File: src/rtl/multicycle_ctrl_pkg.sv
// Shared types and encodings for the multi-cycle RV32I control sequencer.
// Holds the state enum, opcode/instruction classes, ALU, pc_src and trap-cause codes.
package multicycle_ctrl_pkg;

    typedef enum logic [2:0] {FETCH, DECODE, EXEC, MEM, WB, TRAP} state_t;

    typedef enum logic [3:0] {
        CL_R, CL_I, CL_LD, CL_ST, CL_BR, CL_JAL, CL_JALR, CL_LUI, CL_AUIPC, CL_ILL
    } iclass_t;

    localparam logic [6:0] OP_R     = 7'b0110011;
    localparam logic [6:0] OP_I     = 7'b0010011;
    localparam logic [6:0] OP_LD    = 7'b0000011;
    localparam logic [6:0] OP_ST    = 7'b0100011;
    localparam logic [6:0] OP_BR    = 7'b1100011;
    localparam logic [6:0] OP_JAL   = 7'b1101111;
    localparam logic [6:0] OP_JALR  = 7'b1100111;
    localparam logic [6:0] OP_LUI   = 7'b0110111;
    localparam logic [6:0] OP_AUIPC = 7'b0010111;

    localparam logic [3:0] ALU_AND  = 4'b0000;
    localparam logic [3:0] ALU_OR   = 4'b0001;
    localparam logic [3:0] ALU_ADD  = 4'b0010;
    localparam logic [3:0] ALU_XOR  = 4'b0011;
    localparam logic [3:0] ALU_SLL  = 4'b0100;
    localparam logic [3:0] ALU_SRL  = 4'b0101;
    localparam logic [3:0] ALU_SUB  = 4'b0110;
    localparam logic [3:0] ALU_SLT  = 4'b0111;
    localparam logic [3:0] ALU_SRA  = 4'b1000;
    localparam logic [3:0] ALU_SLTU = 4'b1001;
    localparam logic [3:0] ALU_BEQ  = 4'b1010;
    localparam logic [3:0] ALU_BNE  = 4'b1011;
    localparam logic [3:0] ALU_BLT  = 4'b1100;
    localparam logic [3:0] ALU_BGE  = 4'b1101;
    localparam logic [3:0] ALU_BLTU = 4'b1110;
    localparam logic [3:0] ALU_BGEU = 4'b1111;

    localparam logic [1:0] PC_PLUS4 = 2'b00;
    localparam logic [1:0] PC_IMM   = 2'b01;
    localparam logic [1:0] PC_ALU   = 2'b10;

    localparam logic [1:0] CAUSE_NONE    = 2'b00;
    localparam logic [1:0] CAUSE_ILLEGAL = 2'b01;
    localparam logic [1:0] CAUSE_TIMEOUT = 2'b10;

    function automatic iclass_t classify(input logic [6:0] op);
        iclass_t c;
        case (op)
            OP_R:     c = CL_R;
            OP_I:     c = CL_I;
            OP_LD:    c = CL_LD;
            OP_ST:    c = CL_ST;
            OP_BR:    c = CL_BR;
            OP_JAL:   c = CL_JAL;
            OP_JALR:  c = CL_JALR;
            OP_LUI:   c = CL_LUI;
            OP_AUIPC: c = CL_AUIPC;
            default:  c = CL_ILL;
        endcase
        return c;
    endfunction

endpackage

File: src/rtl/multicycle_ctrl_alu_decoder.sv
// Combinational ALU operation decode from opcode/Funct3/Funct7.
// Only Funct7[5] is architecturally meaningful (SUB for R-type, SRA for both shift forms).
module multicycle_ctrl_alu_decoder
    import multicycle_ctrl_pkg::*;
#(
    parameter int ALU_CC_W = 4
) (
    input  logic [6:0]          opcode,
    input  logic [2:0]          Funct3,
    input  logic [6:0]          Funct7,
    output logic [ALU_CC_W-1:0] ALU_CC
);

    iclass_t    cls;
    logic       alt;
    logic [3:0] cc;
    logic       unused_funct7;

    assign unused_funct7 = ^{Funct7[6], Funct7[4:0]};

    always_comb begin
        cls = classify(opcode);
        alt = Funct7[5];
        cc  = ALU_ADD;
        case (cls)
            CL_R, CL_I: begin
                case (Funct3)
                    3'b000:  cc = (cls == CL_R && alt) ? ALU_SUB : ALU_ADD;
                    3'b001:  cc = ALU_SLL;
                    3'b010:  cc = ALU_SLT;
                    3'b011:  cc = ALU_SLTU;
                    3'b100:  cc = ALU_XOR;
                    3'b101:  cc = alt ? ALU_SRA : ALU_SRL;
                    3'b110:  cc = ALU_OR;
                    default: cc = ALU_AND;
                endcase
            end
            CL_BR: begin
                case (Funct3)
                    3'b001:  cc = ALU_BNE;
                    3'b100:  cc = ALU_BLT;
                    3'b101:  cc = ALU_BGE;
                    3'b110:  cc = ALU_BLTU;
                    3'b111:  cc = ALU_BGEU;
                    default: cc = ALU_BEQ;
                endcase
            end
            default: cc = ALU_ADD;
        endcase
        ALU_CC = ALU_CC_W'(cc);
    end

endmodule

File: src/rtl/multicycle_ctrl.sv
// Multi-cycle RV32I control sequencer: FETCH/DECODE/EXEC/MEM/WB with memory wait states,
// retired-instruction counter and a sticky illegal-opcode / dmem-timeout trap.
module multicycle_ctrl
    import multicycle_ctrl_pkg::*;
#(
    parameter int ALU_CC_W    = 4,
    parameter int CNT_W       = 32,
    parameter int MEM_TIMEOUT = 15
) (
    input  logic                clk,
    input  logic                reset,
    input  logic [6:0]          opcode,
    input  logic [2:0]          Funct3,
    input  logic [6:0]          Funct7,
    input  logic                branch_taken,
    input  logic                imem_ready,
    input  logic                dmem_ready,
    output logic                IRWrite,
    output logic                PCWrite,
    output logic [1:0]          pc_src,
    output logic                RegWrite,
    output logic                MemtoReg,
    output logic                ALUsrc,
    output logic                MemWrite,
    output logic                MemRead,
    output logic                Branch,
    output logic                AUIPC,
    output logic                SrcA_zero,
    output logic [ALU_CC_W-1:0] ALU_CC,
    output logic                retire,
    output logic [CNT_W-1:0]    instret,
    output logic                trap,
    output logic [1:0]          trap_cause
);

    state_t              state, state_nx;
    iclass_t             cls;
    logic [ALU_CC_W-1:0] alu_cc;
    logic [7:0]          wcnt;
    logic                trap_set;
    logic [1:0]          trap_code;

    multicycle_ctrl_alu_decoder #(.ALU_CC_W(ALU_CC_W)) u_alu_decoder (
        .opcode (opcode),
        .Funct3 (Funct3),
        .Funct7 (Funct7),
        .ALU_CC (alu_cc)
    );

    assign cls = classify(opcode);

    always_ff @(posedge clk or negedge reset) begin
        if (!reset) begin
            state      <= FETCH;
            instret    <= '0;
            trap       <= 1'b0;
            trap_cause <= CAUSE_NONE;
            wcnt       <= '0;
        end else begin
            state <= state_nx;
            if (retire)
                instret <= instret + CNT_W'(1);
            if (trap_set) begin
                trap       <= 1'b1;
                trap_cause <= trap_code;
            end
            if (state == MEM && state_nx == MEM)
                wcnt <= wcnt + 8'd1;
            else
                wcnt <= '0;
        end
    end

    always_comb begin
        state_nx  = state;
        trap_set  = 1'b0;
        trap_code = CAUSE_NONE;
        IRWrite   = 1'b0;
        PCWrite   = 1'b0;
        pc_src    = PC_PLUS4;
        RegWrite  = 1'b0;
        MemtoReg  = 1'b0;
        ALUsrc    = 1'b0;
        MemWrite  = 1'b0;
        MemRead   = 1'b0;
        Branch    = 1'b0;
        AUIPC     = 1'b0;
        SrcA_zero = 1'b0;
        ALU_CC    = '0;
        retire    = 1'b0;
        case (state)
            FETCH: begin
                // reset gates the only input-driven output so all outputs clear while reset is low
                IRWrite = imem_ready & reset;
                if (imem_ready)
                    state_nx = DECODE;
            end
            DECODE: begin
                if (cls == CL_ILL) begin
                    state_nx  = TRAP;
                    trap_set  = 1'b1;
                    trap_code = CAUSE_ILLEGAL;
                end else begin
                    state_nx = EXEC;
                end
            end
            EXEC: begin
                ALU_CC    = alu_cc;
                ALUsrc    = !(cls == CL_R || cls == CL_BR);
                AUIPC     = (cls == CL_AUIPC || cls == CL_JAL);
                SrcA_zero = (cls == CL_LUI);
                case (cls)
                    CL_BR: begin
                        Branch   = 1'b1;
                        PCWrite  = 1'b1;
                        pc_src   = branch_taken ? PC_IMM : PC_PLUS4;
                        retire   = 1'b1;
                        state_nx = FETCH;
                    end
                    CL_JAL, CL_JALR: begin
                        Branch   = 1'b1;
                        RegWrite = 1'b1;
                        PCWrite  = 1'b1;
                        pc_src   = PC_ALU;
                        retire   = 1'b1;
                        state_nx = FETCH;
                    end
                    CL_LD, CL_ST: state_nx = MEM;
                    default:      state_nx = WB;
                endcase
            end
            MEM: begin
                MemRead  = (cls == CL_LD);
                MemWrite = (cls == CL_ST);
                // a completion on the final allowed cycle takes priority over the timeout
                if (dmem_ready) begin
                    if (cls == CL_LD) begin
                        state_nx = WB;
                    end else begin
                        PCWrite  = 1'b1;
                        retire   = 1'b1;
                        state_nx = FETCH;
                    end
                end else if (wcnt == 8'(MEM_TIMEOUT - 1)) begin
                    state_nx  = TRAP;
                    trap_set  = 1'b1;
                    trap_code = CAUSE_TIMEOUT;
                end
            end
            WB: begin
                RegWrite = 1'b1;
                MemtoReg = (cls == CL_LD);
                PCWrite  = 1'b1;
                retire   = 1'b1;
                state_nx = FETCH;
            end
            default: state_nx = TRAP;
        endcase
    end

endmodule

File: config.mk
export PLATFORM = sky130hd
export DESIGN_NAME = multicycle_ctrl
export DESIGN_NICKNAME = d
export VERILOG_FILES = /design/src/rtl/multicycle_ctrl_pkg.sv /design/src/rtl/multicycle_ctrl_alu_decoder.sv /design/src/rtl/multicycle_ctrl.sv
export SDC_FILE = /design/constraint.sdc
export NUM_CORES = 1
export LEC_CHECK = 0
export CAP_MARGIN = 20
export CORE_ASPECT_RATIO = 1.4
export CORE_MARGIN = 2
export CORE_UTILIZATION = 25
export CTS_CLUSTER_DIAMETER = 80
export DETAILED_ROUTE_END_ITERATION = 10
export DONT_BUFFER_PORTS = 1
export MAX_ROUTING_LAYER = met4
export SYNTH_ARGS = -nofsm -noshare
export SYNTH_HDL_FRONTEND = slang
export SYNTH_SLANG_ARGS = --single-unit
File: constraint.sdc
create_clock -name clk -period 5.8 [get_ports clk]
set_input_delay 0.58 -clock clk [delete_from_list [all_inputs] [get_ports clk]]
set_output_delay 0.58 -clock clk [all_outputs]
set_load 0.01 [all_outputs]
==> results of run 1 <==
-- repair_timing --
action / in CTS / in global routing
hold buffers: 1 / 0
hold endpoints to repair: 46 / 0
gates resized for setup: 0 / 0
-- critical path, delay by kind of cell (launching register included) --
family	cells	cell delay [ps]
AOI/OAI and AO/OA	2	730
and+or+nand+nor	1	510
DFF	1	480
-- worst paths after layout --
| path | slack [ps] | startpoint | cells past startpoint | to |
|---|---|---|---|---|
| setup / recovery | 3190 | state[2] | 3 | retire |
| setup reg to reg | 3450 | instret[15] | 5 | instret[25] |
| max in group asynchronous | 5440 | reset | 1 | wcnt[7] |
| hold / removal | 150 | reset | 1 | instret[11] |
| min in group clk | 490 | imem_ready | 2 | state[0] |
| hold reg to reg | 510 | wcnt[0] | 1 | wcnt[0] |
-- metal layers --
metal	global-route usage (%)	routed length, um	share of wire [%]
met4	2.77	65	0.98
met3	4.17	623	9.4
met2	20.2	3310	50
met1	12.9	2610	40
met5	-	0	0
-- placed cells by master, fill, tap and decap left out, types with 2 or more instances in the layout --
master,count
nor3_1,6
clkbuf_16,5
a21oi_1,11
and3_1,12
nand3b_1,2
nand3_1,18
and2_1,6
nand2b_1,6
nand4b_1,2
inv_1,8
ha_1,3
a211oi_1,6
nor2b_1,2
nor4_1,2
nand4_1,17
nor2_1,22
nor4b_4,2
dfrtp_1,46
xnor2_1,29
o21ai_0,11
or3_1,4
xor2_1,8
and4_1,6
nand2_1,14
o22ai_1,2
nor3b_1,3
mux2_2,2
-- metrics by stage --
step	util, %	total power [mW]
2_1_floorplan	-	0.554
3_3_place_gp	26.2	0.557
3_5_place_dp	26.2	0.562
4_1_cts	27.7	0.849
5_1_grt	27.7	0.882
6_report	27.7	0.836
-- state kept, by name, indices dropped and copies added, names as in the netlist --
signal	flops
instret	32
state	3
trap	1
trap_cause	2
wcnt	8
-- power by group through the flow --
stage / registers, mW / clock network (mW) / logic [mW]
after global placement: 0.393 / 0 / 0.164
after detailed placement: 0.395 / 0 / 0.167
after global routing: 0.392 / 0.294 / 0.196
after floorplan: 0.377 / 0 / 0.178
after CTS: 0.389 / 0.283 / 0.177
final: 0.388 / 0.274 / 0.175
-- layout make-up --
type	count	area, um2	share of cell area [%]
clock buffer	6	129	4.31
clock inverter	1	7.51	0.251
inverter	8	30.0	1.00
multi-input combinational	216	1470	49.2
sequential	46	1150	38.5
tap	141	176	5.89
timing repair buffer	1	27.5	0.920
-- kinds of logic after synthesis --
group | count (synthesis)
AO/OA/AOI/OAI | 41
XOR/XNOR | 37
adder cells (fa/ha/maj) | 3
buffers and inverters | 24
flip-flops | 46
multiplexers | 2
AND/OR/NAND/NOR | 133
==> metrics.md, run 1 <==
| Metric | Value |
|---|---|
| CORE AREA | 0.0108 mm2 |
| Longest Clk Path Bufs | 2 |
| Leakage power | 1.17 nW |
| Placed cell area | 0.00283 mm2 |
| Via density | 5.05 |
| Actual slew at the worst max-slew pin | 891 ps |
| Simple logic cell fraction of the synthesized area | 29.3% |
| Post-synthesis xor/xnor area fraction | 11.8% |
| Mapped Area | 0.00275 mm2 |
| Switch share | 33.2% |
| Cell with the most instances after synthesis | dfrtp_1 |
| Post-DP HPWL | 4760 um |
| Clk sink count | 46 |
| Yosys warns | 0 |
| RSZ-0062 raised after global routing | false |
| Sw Pwr | 0.277 mW |
| WS Path Type | register to output port |
| Dominant synthesized flop cell | dfrtp_1 |
| NumNets Final | 303 |
| Top cell type's share of synthesized area | 41.8% |
| Mapped Nets | 311 |
| Total negative setup slack | 0 ps |
| H-tree levels | 2 |
| Max stage delay on crit path | 510 ps |
| Top cells by area, synth | dfrtp_1, xnor2_1, nand4_1, nand3_1, nor2_1 |
| Final instance area | 0.00299 mm2 |
| Clk Latency, worst-skew pair | 280 ps |
| Fraction of registers with async set/reset | 100% |
| Clock Pin Slew Worst Setup and Hold Paths | 60 ps |
| Syn Area/Cell | 9.62 um2 |
| DRC errors left | 0 |
| CTS root buffer | clkbuf_16 |
| Synthesized instance count | 286 |
| Register area share after synthesis | 41.8% |
| Minimum clock period | 2610 ps |
| Layout area overhead | 8.73% |
| Post-Synth Adder-Cell Area | 1.36% |
| Max VDD drop | 0.217 mV |
| Yosys top cell by area | dfrtp_1 |
| Iteration-0 DRC Markers | 46 |
| Sequential share of power | 46.4% |
| Placed insts | 411 |
| Vias in the first global route | 2,173 |
| PwrDens | 279 mW/mm2 |
| Top fanout value on the critical path | 34 |
| Cts bufs inserted | 5 |
| Top cells by instance count after synthesis | dfrtp_1, xnor2_1, nor2_1 |
| Compound-gate portion of the synthesized area | 10.2% |
| Row count | 45 |
| Routed Antenna Nets | 0 |
| #FFs+latches synth | 46 |
| Setup Fix Bufs, Post-CTS | 0 |
| Crit start category | register |
| Die Span X | 92.7 um |
| Fill count | 1,182 |
| Number of inserted diodes | 0 |
| Setup ws final | 3190 ps |
| MaxCap Viol Count | 0 |
| Endpoints failing setup | 0 |
| Gr usage total | 11.7% |
| Slew Limit Headroom | 40.6% |
| WP data required | 5220 ps |
| Clock skew | 8.39 ps |
| Largest net degree at the start of global routing | 47 |
| Die area | 0.0119 mm2 |
| Layout cells sized above 1 | 6.47% |
| DR pass1 iterations | 4 |
| Vias | 2,118 |
| Mux cell area share after synthesis | 0.818% |
| Tcrit/Tclk final | 44.9% |
| Max-slew violation count | 0 |
| Layout Cells excl Fill | 419 |
| Largest family of logic cells by synthesized area | simple AND/OR/NAND/NOR gates |
| Hold WS | 147 ps |
| Initial antenna violation count | 0 |
| Wire length per cell | 15.8 um |
| Combinational group share of total power | 20.9% |
| Internal Power | 0.559 mW |
| Total gr overflow | 0 |
| Die Ht | 128 um |
| EDFF count, synth | 0 |
| Critical-path top delay cell | or3b_1 |
| CP cell instances | or3b_1, o32ai_2, a221o_4 |
| PortBufs | 0 |
| I/O pin cnt | 74 |
| Final RePlAce weighted congestion | 0.772 |
| Initial core utilization | 25.5% |
| Final Hold Vio Count | 0 |
| Final WL | 6610 um |
| Worst Hold Class | primary input to asynchronous set/reset pin |
| CTS tree | built |
| Critical path capture point type | output port |
| Clock Power Share | 32.7% |
| First-pass GRT wire length | 10,900 um |
| Fmax | 384 MHz |
| Synth cell types | 50 |
| Worst path arrival time | 2030 ps |
| DP Worst Slack | 3410 ps |
| Status | finished clean |
(Power assumes the default switching activity.)
==> run 2, diff against run 1 <==
==> constraint.sdc (replaced) <==
create_clock -name clk -period 2.2 [get_ports clk]
set_input_delay 0.22 -clock clk [delete_from_list [all_inputs] [get_ports clk]]
set_output_delay 0.22 -clock clk [all_outputs]
set_load 0.01 [all_outputs]
==> run 2 against run 1 <==
  * Core utilization up 2.0 points
  * First-iteration DRC count grew 98%
  * Die area stayed put
  * Global-route usage rose by 0.57 points
  * Sequential share of layout area shrank 2.5 points
  * Final cell count grew 5.0%
  * Critical endpoint unchanged
  * Largest power group unchanged
==> metrics.md, run 2 (synthesis gave the netlist of run 1 again) <==
| Metric | Value |
|---|---|
| Status | finished clean (unchanged) |
| CP cell instances | nand3b_1, nor2_1, a221o_4, buf_4 (was or3b_1, o32ai_2, a221o_4) |
| H-tree levels | 2 (unchanged) |
| Post-DP HPWL | 4710 um (was 4760 um) |
| WP data required | 1980 ps (was 5220 ps) |
| Worst R2R Start | state[0] (was instret[15]) |
| Initial antenna violation count | 0 (unchanged) |
| WS Path Type | register to output port (unchanged) |
| Critical path capture point type | output port (unchanged) |
| Setup crit end | retire (unchanged) |
| Routed Antenna Nets | 0 (unchanged) |
| Hold WS | 126 ps (was 147 ps) |
| Number of inserted diodes | 0 (unchanged) |
| Fmax | 479 MHz |
| Clk sink count | 46 (unchanged) |
| Met2 Usage GRT | 21.1% (was 20.2%) |
| Gr usage total | 12.3% (was 11.7%) |
| Delay-heaviest family, CP | compound AO/OA/AOI/OAI gates (unchanged) |
| NumNets Final | 323 (was 303) |
| Max stage delay on crit path | 490 ps (was 510 ps) |
| Row count | 45 (unchanged) |
| Largest net degree at the start of global routing | 47 (unchanged) |
| Vias in the first global route | 2,269 (was 2,173) |
| R2R Path End | instret[29] (was instret[25]) |
| Max-slew violation count | 0 (unchanged) |
| Most common cell after layout, fill and taps aside | dfrtp_1 (unchanged) |
| CTS root buffer | clkbuf_16 (unchanged) |
| CORE AREA | 0.0108 mm2 (unchanged) |
| MaxCap Viol Count | 0 (unchanged) |
| Total negative setup slack | 0 ps (unchanged) |
| Longest Clk Path Bufs | 2 (unchanged) |
| Register-to-register setup slack | 170 ps (was 3450 ps) |
| Biggest register | instret (unchanged) |
| Iteration-0 DRC Markers | 91 (was 46) |
| Largest register FFs | 32 (unchanged) |
| Endpoints failing setup | 0 (unchanged) |
| Clk Latency, worst-skew pair | 290 ps (was 280 ps) |
| Commonest cells after routing, fill and taps aside | dfrtp_1, xnor2_1, nor2_1 (unchanged) |
| Top Usage Layer GRT | met2 (unchanged) |
| DRC errors left | 0 (unchanged) |
| Layout cells sized above 1 | 14.0% (was 6.47%) |
| Setup ws final | 111 ps (was 3190 ps) |
| Top fanout value on the critical path | 10 (was 34) |
| PortBufs | 0 (unchanged) |
| Met3 Use GR | 3.47% (was 4.17%) |
| Buf/Inv on CP | 1 (was 0) |
| Crit path from | state[1] (was state[2]) |
| Wire length per cell | 15.8 um (about the same) |
| Vias | 2,235 (was 2,118) |
| Final WL | 6960 um (was 6610 um) |
| Die Span X | 92.7 um (unchanged) |
| Die area | 0.0119 mm2 (unchanged) |
| DP Worst Slack | 131 ps (was 3410 ps) |
| Fill count | 1,155 (was 1,182) |
| Final Hold Vio Count | 0 (unchanged) |
| Layout area overhead | 16.5% (was 8.73%) |
| Worst Hold Class | primary input to register (was primary input to asynchronous set/reset pin) |
| Initial core utilization | 25.5% (unchanged) |
| Routing usage on met1 | 13.5% (was 12.9%) |
| Biggest regs | instret (32), wcnt (8), state (3) (unchanged) |
| Crit start category | register (unchanged) |
| Worst path arrival time | 1870 ps (was 2030 ps) |
| Actual slew at the worst max-slew pin | 439 ps (was 891 ps) |
| Leakage power | 1.29 nW (was 1.17 nW) |
| Critical-path top delay cell | a221o_4 (was or3b_1) |
| CTS tree | built (unchanged) |
| Placed cell area | 0.00295 mm2 (was 0.00283 mm2) |
| Via density | 5.08 (was 5.05) |
| Stages on worst setup path | 4 (was 3) |
| Final RePlAce weighted congestion | 0.837 (was 0.772) |
| First-pass GRT wire length | 11,300 um (was 10,900 um) |
| Fin util | 29.7% (was 27.7%) |
| I/O pin cnt | 74 (unchanged) |
| Minimum clock period | 2090 ps |
| Max VDD drop | 0.701 mV (was 0.217 mV) |
| Worst Reg2Reg Path Length in Cells | 5 (unchanged) |
| Die Ht | 128 um (unchanged) |
| Tcrit/Tclk final | 94.9% |
| RSZ-0062 raised after global routing | false (unchanged) |
| Cts bufs inserted | 5 (unchanged) |
| Clock Pin Slew Worst Setup and Hold Paths | 70 ps (was 60 ps) |
| DR pass1 iterations | 4 (unchanged) |
| Clock skew | 5.61 ps (was 8.39 ps) |
| Total gr overflow | 0 (unchanged) |
| Slew Limit Headroom | 70.4% (was 40.6%) |
| Final instance area | 0.00321 mm2 (was 0.00299 mm2) |
| PwrDens | 784 mW/mm2 (was 279 mW/mm2) |
[run 2: area by class of cell]
class / count / area, um2 / share of cell area, %
sequential: 46 / 1150 / 35.9
multi-input combinational: 217 / 1500 / 46.8
clock inverter: 3 / 48.8 / 1.52
tap: 141 / 176 / 5.50
timing repair buffer: 20 / 173 / 5.38
inverter: 8 / 30.0 / 0.936
clock buffer: 5 / 125 / 3.90
[run 2: how the worst min path moves through the flow]
stage	from	endpoint	slack [ps]	cells past startpoint
after floorplan	reset	instret[0]	-80	0
after CTS	imem_ready	state[0]	110	2
after detailed placement	reset	instret[23]	-70	0
after global placement	reset	instret[25]	-70	0
final	imem_ready	state[0]	130	2
after global routing	imem_ready	state[0]	130	2
[run 2: stage by stage]
| stage | total power [mW] | cells |
|---|---|---|
| global route | 2.66 | 440 |
| detailed placement | 1.58 | 427 |
| CTS | 2.55 | 440 |
| floorplan | 1.46 | 286 |
| finish | 2.52 | 440 |
| global placement | 1.57 | 427 |
[run 2: what timing repair did]
item / CTS / global route
gates cloned: 1 / 0
buffers inserted: 2 / 0
hold buffers: 2 / 0
gates resized for setup: 2 / 3
pin swaps: 1 / 0
setup endpoints to repair: 2 / 18
hold endpoints to repair: 46 / 0
[run 2: report_power, final]
group	total (mW)	internal, mW	switching [mW]
Sequential	0.974	0.906	0.0681
Combinational	0.665	0.265	0.400
Clock	0.877	0.544	0.333
[run 2: routing by layer]
metal | part of all wire (%) | wire length (um) | vias to the layer above
met5 | 0 | 0 | -
met4 | 1.4 | 99 | 0
met3 | 7.4 | 513 | 7
met2 | 50 | 3470 | 76
met1 | 41 | 2870 | 1095
li1 | - | - | 1057
==> run 3, diff against run 2 <==
--- a/config.mk
+++ b/config.mk
@@ -12,6 +12,7 @@
 export CTS_CLUSTER_DIAMETER = 80
 export DETAILED_ROUTE_END_ITERATION = 10
 export DONT_BUFFER_PORTS = 1
+export HOLD_SLACK_MARGIN = 0.06
 export MAX_ROUTING_LAYER = met4
 export SYNTH_ARGS = -nofsm -noshare
 export SYNTH_HDL_FRONTEND = slang
==> results of run 3 <==
No change in the layout: final DEF, timing and power equal those of run 2.
